File: config.mk
export PLATFORM = sky130hd
export DESIGN_NAME = qvalue_max_scanner_flat
export DESIGN_NICKNAME = d
export VERILOG_FILES = /design/src/rtl/qvalue_max_scanner_if.sv /design/src/rtl/qvalue_max_scanner.sv /design/src/flat_wrapper.sv
export SDC_FILE = /design/constraint.sdc
export NUM_CORES = 1
export LEC_CHECK = 0
export ABC_AREA = 1
export BUFFER_PORTS_ARGS = -buffer_cell sky130_fd_sc_hd__buf_2
export CAP_MARGIN = 5
export CORE_MARGIN = 10
export CORE_UTILIZATION = 49
export DETAILED_ROUTE_END_ITERATION = 8
export GPL_ROUTABILITY_DRIVEN = 0
export MAX_ROUTING_LAYER = met4
export PLACE_DENSITY = 0.76
export SLEW_MARGIN = 20
export SYNTH_ARGS = -nofsm -noshare
export SYNTH_HDL_FRONTEND = slang
export SYNTH_SLANG_ARGS = --single-unit
File: constraint.sdc
create_clock -name clk -period 1.4 [get_ports clk]
set_input_delay 0.21 -clock clk [delete_from_list [all_inputs] [get_ports clk]]
set_output_delay 0.21 -clock clk [all_outputs]
set_load 0.02 [all_outputs]
File: src/rtl/qvalue_max_scanner_if.sv
// Request/bank/result bundle between the Q-value max scanner and its neighbours.
// The slave side is the scanner. The master side is the decision logic plus the bank read port.
interface qvalue_max_scanner_if #(
  parameter int WORD_WIDTH = 16,
  parameter int ADDR_WIDTH = 6,
  parameter int SLOT_W     = 5
);
  logic                  start;
  logic [5:0]            num_slots;
  logic [ADDR_WIDTH-1:0] mem_index;
  logic [WORD_WIDTH-1:0] mem_data;
  logic                  busy;
  logic                  done;
  logic                  found;
  logic [WORD_WIDTH-1:0] best_q;
  logic [SLOT_W-1:0]     best_slot;

  modport slave (
    input  start, num_slots, mem_data,
    output mem_index, busy, done, found, best_q, best_slot
  );

  modport master (
    output start, num_slots, mem_data,
    input  mem_index, busy, done, found, best_q, best_slot
  );
endinterface

File: src/rtl/qvalue_max_scanner.sv
// Walks N big-endian 16-bit Q-value slots of the cluster-head bank and reports
// the largest non-zero value (first occurrence on ties) with its slot number.
module qvalue_max_scanner #(
  parameter int WORD_WIDTH = 16,
  parameter int ADDR_WIDTH = 6,
  parameter int MAX_SLOTS  = 32
) (
  input logic                 clk,
  input logic                 nrst,
  qvalue_max_scanner_if.slave bus
);
  localparam int SLOT_W = $clog2(MAX_SLOTS);

  typedef enum logic [1:0] {
    IDLE = 2'd0,
    SCAN = 2'd1,
    FIN  = 2'd2
  } state_e;

  state_e                state_q, state_d;
  logic [5:0]            count_q, count_d;
  logic [SLOT_W-1:0]     k_q, k_d;
  logic [ADDR_WIDTH-1:0] mem_index_q, mem_index_d;
  logic                  busy_q, busy_d;
  logic                  done_q, done_d;
  logic                  found_q, found_d;
  logic [WORD_WIDTH-1:0] best_q_q, best_q_d;
  logic [SLOT_W-1:0]     best_slot_q, best_slot_d;
  logic [5:0]            count_clamp_s;

  // Next-state and next-output computation for the scan FSM
  always_comb begin
    state_d       = state_q;
    count_d       = count_q;
    k_d           = k_q;
    mem_index_d   = mem_index_q;
    busy_d        = busy_q;
    done_d        = 1'b0;
    found_d       = found_q;
    best_q_d      = best_q_q;
    best_slot_d   = best_slot_q;
    count_clamp_s = (bus.num_slots > 6'(MAX_SLOTS)) ? 6'(MAX_SLOTS) : bus.num_slots;

    case (state_q)
      IDLE: begin
        mem_index_d = '0;
        busy_d      = 1'b0;
        if (bus.start) begin
          count_d     = count_clamp_s;
          k_d         = '0;
          best_q_d    = '0;
          best_slot_d = '0;
          found_d     = 1'b0;
          if (count_clamp_s == 6'd0) begin
            state_d = FIN;
            done_d  = 1'b1;
          end else begin
            state_d = SCAN;
            busy_d  = 1'b1;
          end
        end else begin
          state_d = IDLE;
        end
      end
      SCAN: begin
        // Strictly-greater replacement keeps the lowest-index slot on ties.
        if ((bus.mem_data != '0) && (bus.mem_data > best_q_q)) begin
          best_q_d    = bus.mem_data;
          best_slot_d = k_q;
          found_d     = 1'b1;
        end else begin
          best_q_d    = best_q_q;
          best_slot_d = best_slot_q;
          found_d     = found_q;
        end
        if (6'(k_q) == (count_q - 6'd1)) begin
          state_d     = FIN;
          busy_d      = 1'b0;
          done_d      = 1'b1;
          mem_index_d = '0;
        end else begin
          state_d     = SCAN;
          k_d         = k_q + SLOT_W'(1);
          mem_index_d = ADDR_WIDTH'({k_q + SLOT_W'(1), 1'b0});
        end
      end
      FIN: begin
        state_d     = IDLE;
        busy_d      = 1'b0;
        mem_index_d = '0;
      end
      default: begin
        state_d     = IDLE;
        busy_d      = 1'b0;
        mem_index_d = '0;
      end
    endcase
  end

  // State and registered outputs, cleared asynchronously by nrst
  always_ff @(posedge clk or negedge nrst) begin
    if (!nrst) begin
      state_q     <= IDLE;
      count_q     <= 6'd0;
      k_q         <= '0;
      mem_index_q <= '0;
      busy_q      <= 1'b0;
      done_q      <= 1'b0;
      found_q     <= 1'b0;
      best_q_q    <= '0;
      best_slot_q <= '0;
    end else begin
      state_q     <= state_d;
      count_q     <= count_d;
      k_q         <= k_d;
      mem_index_q <= mem_index_d;
      busy_q      <= busy_d;
      done_q      <= done_d;
      found_q     <= found_d;
      best_q_q    <= best_q_d;
      best_slot_q <= best_slot_d;
    end
  end

  assign bus.mem_index = mem_index_q;
  assign bus.busy      = busy_q;
  assign bus.done      = done_q;
  assign bus.found     = found_q;
  assign bus.best_q    = best_q_q;
  assign bus.best_slot = best_slot_q;
endmodule

File: src/flat_wrapper.sv
// flat-port wrapper written by rule: the top's interface ports become plain ports
module qvalue_max_scanner_flat 
#(
  parameter int WORD_WIDTH = 16,
  parameter int ADDR_WIDTH = 6,
  parameter int MAX_SLOTS  = 32
)
  (clk, nrst, bus_start, bus_num_slots, bus_mem_data, bus_mem_index, bus_busy, bus_done, bus_found, bus_best_q, bus_best_slot);
  qvalue_max_scanner_if #(.WORD_WIDTH(WORD_WIDTH), .ADDR_WIDTH(ADDR_WIDTH)) bus_i ();
  input logic clk;
  input logic nrst;
  input wire logic [$bits(bus_i.start)-1:0] bus_start;
  input wire logic [$bits(bus_i.num_slots)-1:0] bus_num_slots;
  input wire logic [$bits(bus_i.mem_data)-1:0] bus_mem_data;
  output wire logic [$bits(bus_i.mem_index)-1:0] bus_mem_index;
  output wire logic [$bits(bus_i.busy)-1:0] bus_busy;
  output wire logic [$bits(bus_i.done)-1:0] bus_done;
  output wire logic [$bits(bus_i.found)-1:0] bus_found;
  output wire logic [$bits(bus_i.best_q)-1:0] bus_best_q;
  output wire logic [$bits(bus_i.best_slot)-1:0] bus_best_slot;
  assign bus_i.start = bus_start;
  assign bus_i.num_slots = bus_num_slots;
  assign bus_i.mem_data = bus_mem_data;
  assign bus_mem_index = bus_i.mem_index;
  assign bus_busy = bus_i.busy;
  assign bus_done = bus_i.done;
  assign bus_found = bus_i.found;
  assign bus_best_q = bus_i.best_q;
  assign bus_best_slot = bus_i.best_slot;
  qvalue_max_scanner #(.WORD_WIDTH(WORD_WIDTH), .ADDR_WIDTH(ADDR_WIDTH), .MAX_SLOTS(MAX_SLOTS)) u_core (.clk(clk), .nrst(nrst), .bus(bus_i));
endmodule
==> qor.yml <==
outcome:
  status: "finished, violations left"
  failed_checks: "setup timing"
clocking:
  clock-sinks: 41
  h-tree-depth: 2
  clkTransAtPathRegs_ps: 80
  clkLatencyLatePin_ps: 290
  cts_made_buffers: 5
  cts_tree: "yes"
  clockBufferDepth: 2
  cts_root_buf: "clkbuf_8"
power_and_ir_drop:
  p_leak_uw: 0.00196
  ir_drop_mv: 1.30
  total_power_uw: 9310
  power_density_mw_per_mm2: 2490
route:
  drt-initial-drc-count: 297
  viasPerCell: 5.30
  vias: 2586
  wl_per_cell_microns: 16.6
  dr.pass1.iters: 4
  antenna_left: 0
  drc: 0
  drt-total-wl_microns: 8080
synth:
  syn_inst: 310
  synth_nets: 353
  seq_area_frac_synth_pct: 42.6
  synthesis.area_sq_mm: 0.00241
  avgSynthCellArea_sq_um: 7.77
  ys_seq_elements: 41
  synth_cell_types: 27
  yosysWarnings: 0
cells_and_area:
  multi_input_area_sq_mm: 0.00153
  n_fill_cell: 303
  drive_gt1_share_pct: 51.5
  register_area_sq_mm: 0.00104
  area_delta_synth_final_pct: 55.4
  final_area_sq_mm: 0.00374
  layout.nets: 463
  antenna_cells: 0
  fin_util_pct: 78.7
timing:
  hold_slack_ps: 142
  finalWorstPathRequiredPeriod_ps: 1760
  finalClockSkew_ps: 4.63
  clock.fmax_mhz: 568
  slew_viol_final: 0
  rsz0062_at_grt: "yes"
  period_share_pct: 126
  setup_slack_ps: -359
  hold_viol_final: 0
  setup_viol: 35
setup_path:
  worstPathMaxFanout: 6
  r2r_slack_ps: -360
  start_kind: "register"
  required_ps: 1630
  crit_type: "register to register"
  reg2reg_from: "u_core.bus.best_q[9]$_DFFE_PN0P_"
  reg2reg_to: "u_core.bus.best_slot[2]$_DFFE_PN0P_"
  end_kind: "register"
  ff2ff_path_depth: 12
  crit_path_start: "u_core.bus.best_q[9]$_DFFE_PN0P_"
  cp.arrival_ps: 1990
  setup.worst_path.end: "u_core.bus.best_slot[2]$_DFFE_PN0P_"
job:
  maxCapViolCount: 0
grt:
  overflow: 0
  grt_pass1_vias: 2592
  grt_use_total_pct: 17.9
  grt_pass1_wl_microns: 12000
  grt_start_max_net_pins: 42
  use_met3_pct: 3.91
  busiest_layer: "met2"
  met2_usage_pct: 29.2
  antenna_found_initial: 0
  grt_use_met1_pct: 20.8
floorplan:
  core_area_sq_mm: 0.00475
  die_h_microns: 90.1
  dieArea_sq_mm: 0.00812
  rows: 25
  die_width_microns: 90.1
  io_pins: 55
  start_util_pct: 50.6
placement:
  place_area_sq_mm: 0.00314
  post-place-ws_ps: -248
  hpwl_microns: 4750
  port_buffers: 53
hold_path:
  hp-class: "input port to register"
==> cell usage after synthesis (all sizes together) <==
| cell | number | area (sq um) |
|---|---|---|
| nand3 | 60 | 318 |
| buf | 10 | 56.3 |
| inv | 43 | 161 |
| xor2 | 3 | 26.3 |
| a21oi | 7 | 35.0 |
| ha | 18 | 225 |
| nand4 | 6 | 37.5 |
| o21ai | 5 | 25.0 |
| clkbuf | 1 | 5.00 |
| dfrtp | 41 | 1030 |
| or2 | 1 | 6.26 |
| nor2 | 26 | 126 |
| a21o | 1 | 7.51 |
| nand2 | 83 | 322 |
| nand3b | 1 | 7.51 |
| conb | 1 | 3.75 |
| o22ai | 3 | 18.8 |
==> kinds of logic (layout without fill, tap and decap cells) <==
| kind of cell | count (synthesis) | count (layout) | synth area share (%) |
|---|---|---|---|
| AO/OA/AOI/OAI | 16 | 16 | 3.59 |
| buffers and inverters | 54 | 165 | 9.25 |
| AND/OR/NAND/NOR | 177 | 177 | 33.9 |
| adder cells (fa/ha/maj) | 18 | 18 | 9.36 |
| flip-flops | 41 | 41 | 42.6 |
| XOR/XNOR | 3 | 3 | 1.09 |
| other | 1 | 1 | 0.156 |
==> per-stage QoR <==
stage,TNS (ps),cells
after CTS,-6530,481
after global routing,-13010,488
after detailed placement,-6320,468
after floorplan,-4150,310
final,-9320,488
after global placement,-5180,468
==> how the worst min path moves through the flow <==
stage	startpoint	to	cells past startpoint
2_1_floorplan	nrst	u_core.bus.best_q[0]$_DFFE_PN0P_	0
3_3_place_gp	nrst	u_core.bus.best_q[4]$_DFFE_PN0P_	2
6_report	bus_num_slots[0]	u_core.count_q[0]$_DFFE_PN0P_	3
5_1_grt	bus_num_slots[1]	u_core.count_q[1]$_DFFE_PN0P_	3
4_1_cts	bus_num_slots[0]	u_core.count_q[0]$_DFFE_PN0P_	3
3_5_place_dp	nrst	u_core.bus.best_q[4]$_DFFE_PN0P_	2
==> registers in the layout, indices dropped and copies added (netlist names), 5 cells and up <==
| name | count |
|---|---|
| u_core.bus.best_slot | 5 |
| u_core.k_q | 5 |
| u_core.bus.mem_index | 5 |
| u_core.bus.best_q | 16 |
| u_core.count_q | 6 |
==> layer usage <==
layer  up-vias  wire [microns]  part of all wire [%]
met3        26             443                   5.5
met4         0             270                   3.3
met1      1239            3290                    41
met5         -               0                     0
met2       109            4080                    51
li1       1212               -                     -
==> power by group <==
part	internal [uW]	switching (uW)	leakage (uW)	total (uW)
Clock	534	426	0.0000543	960
Combinational	2670	3510	0.00141	6180
Sequential	1770	399	0.000493	2170
==> cells in the final DEF, fill, tap and decap left out, drive strengths merged <==
cell type,count
or2,1
nand2,83
nand3b,1
dlygate4sd3,1
nor2,26
clkinv,1
a21oi,7
dfrtp,41
ha,18
o22ai,3
buf,112
nand4,6
clkbuf,6
clkinvlp,1
bufinv,1
inv,43
conb,1
o21ai,5
a21o,1
nand3,60
xor2,3
==> area by class of cell <==
cell class / instances / share of cell area, %
timing repair buffer: 114 / 21.6
sequential: 41 / 27.9
tap: 67 / 2.24
clock buffer: 5 / 1.84
inverter: 43 / 4.31
multi-input combinational: 215 / 40.9
clock inverter: 3 / 1.24
==> worst max-delay path, cell delays in order (launching register included) <==
cell and delay, ps:
dfrtp_2 420, inv_2 70, ha_4 200, nand2_2 50, nand2_1 50, nand3_1 60
nand2_1 80, a21oi_2 220, nand2_4 120, nand2_8 140, buf_12 140, nand3_1 80
nand2_1 70
==> timing repair <==
| item | in CTS | in global routing |
|---|---|---|
| hold endpoints to repair | 41 | 0 |
| cloned | 1 | 1 |
| endpoints found under the setup margin | 35 | 39 |
| hold buffers | 1 | 0 |
| buffers inserted | 3 | 6 |
| pin swaps | 2 | 25 |
| resized for setup | 48 | 30 |
Note: power is estimated with default switching activity, not from simulation.
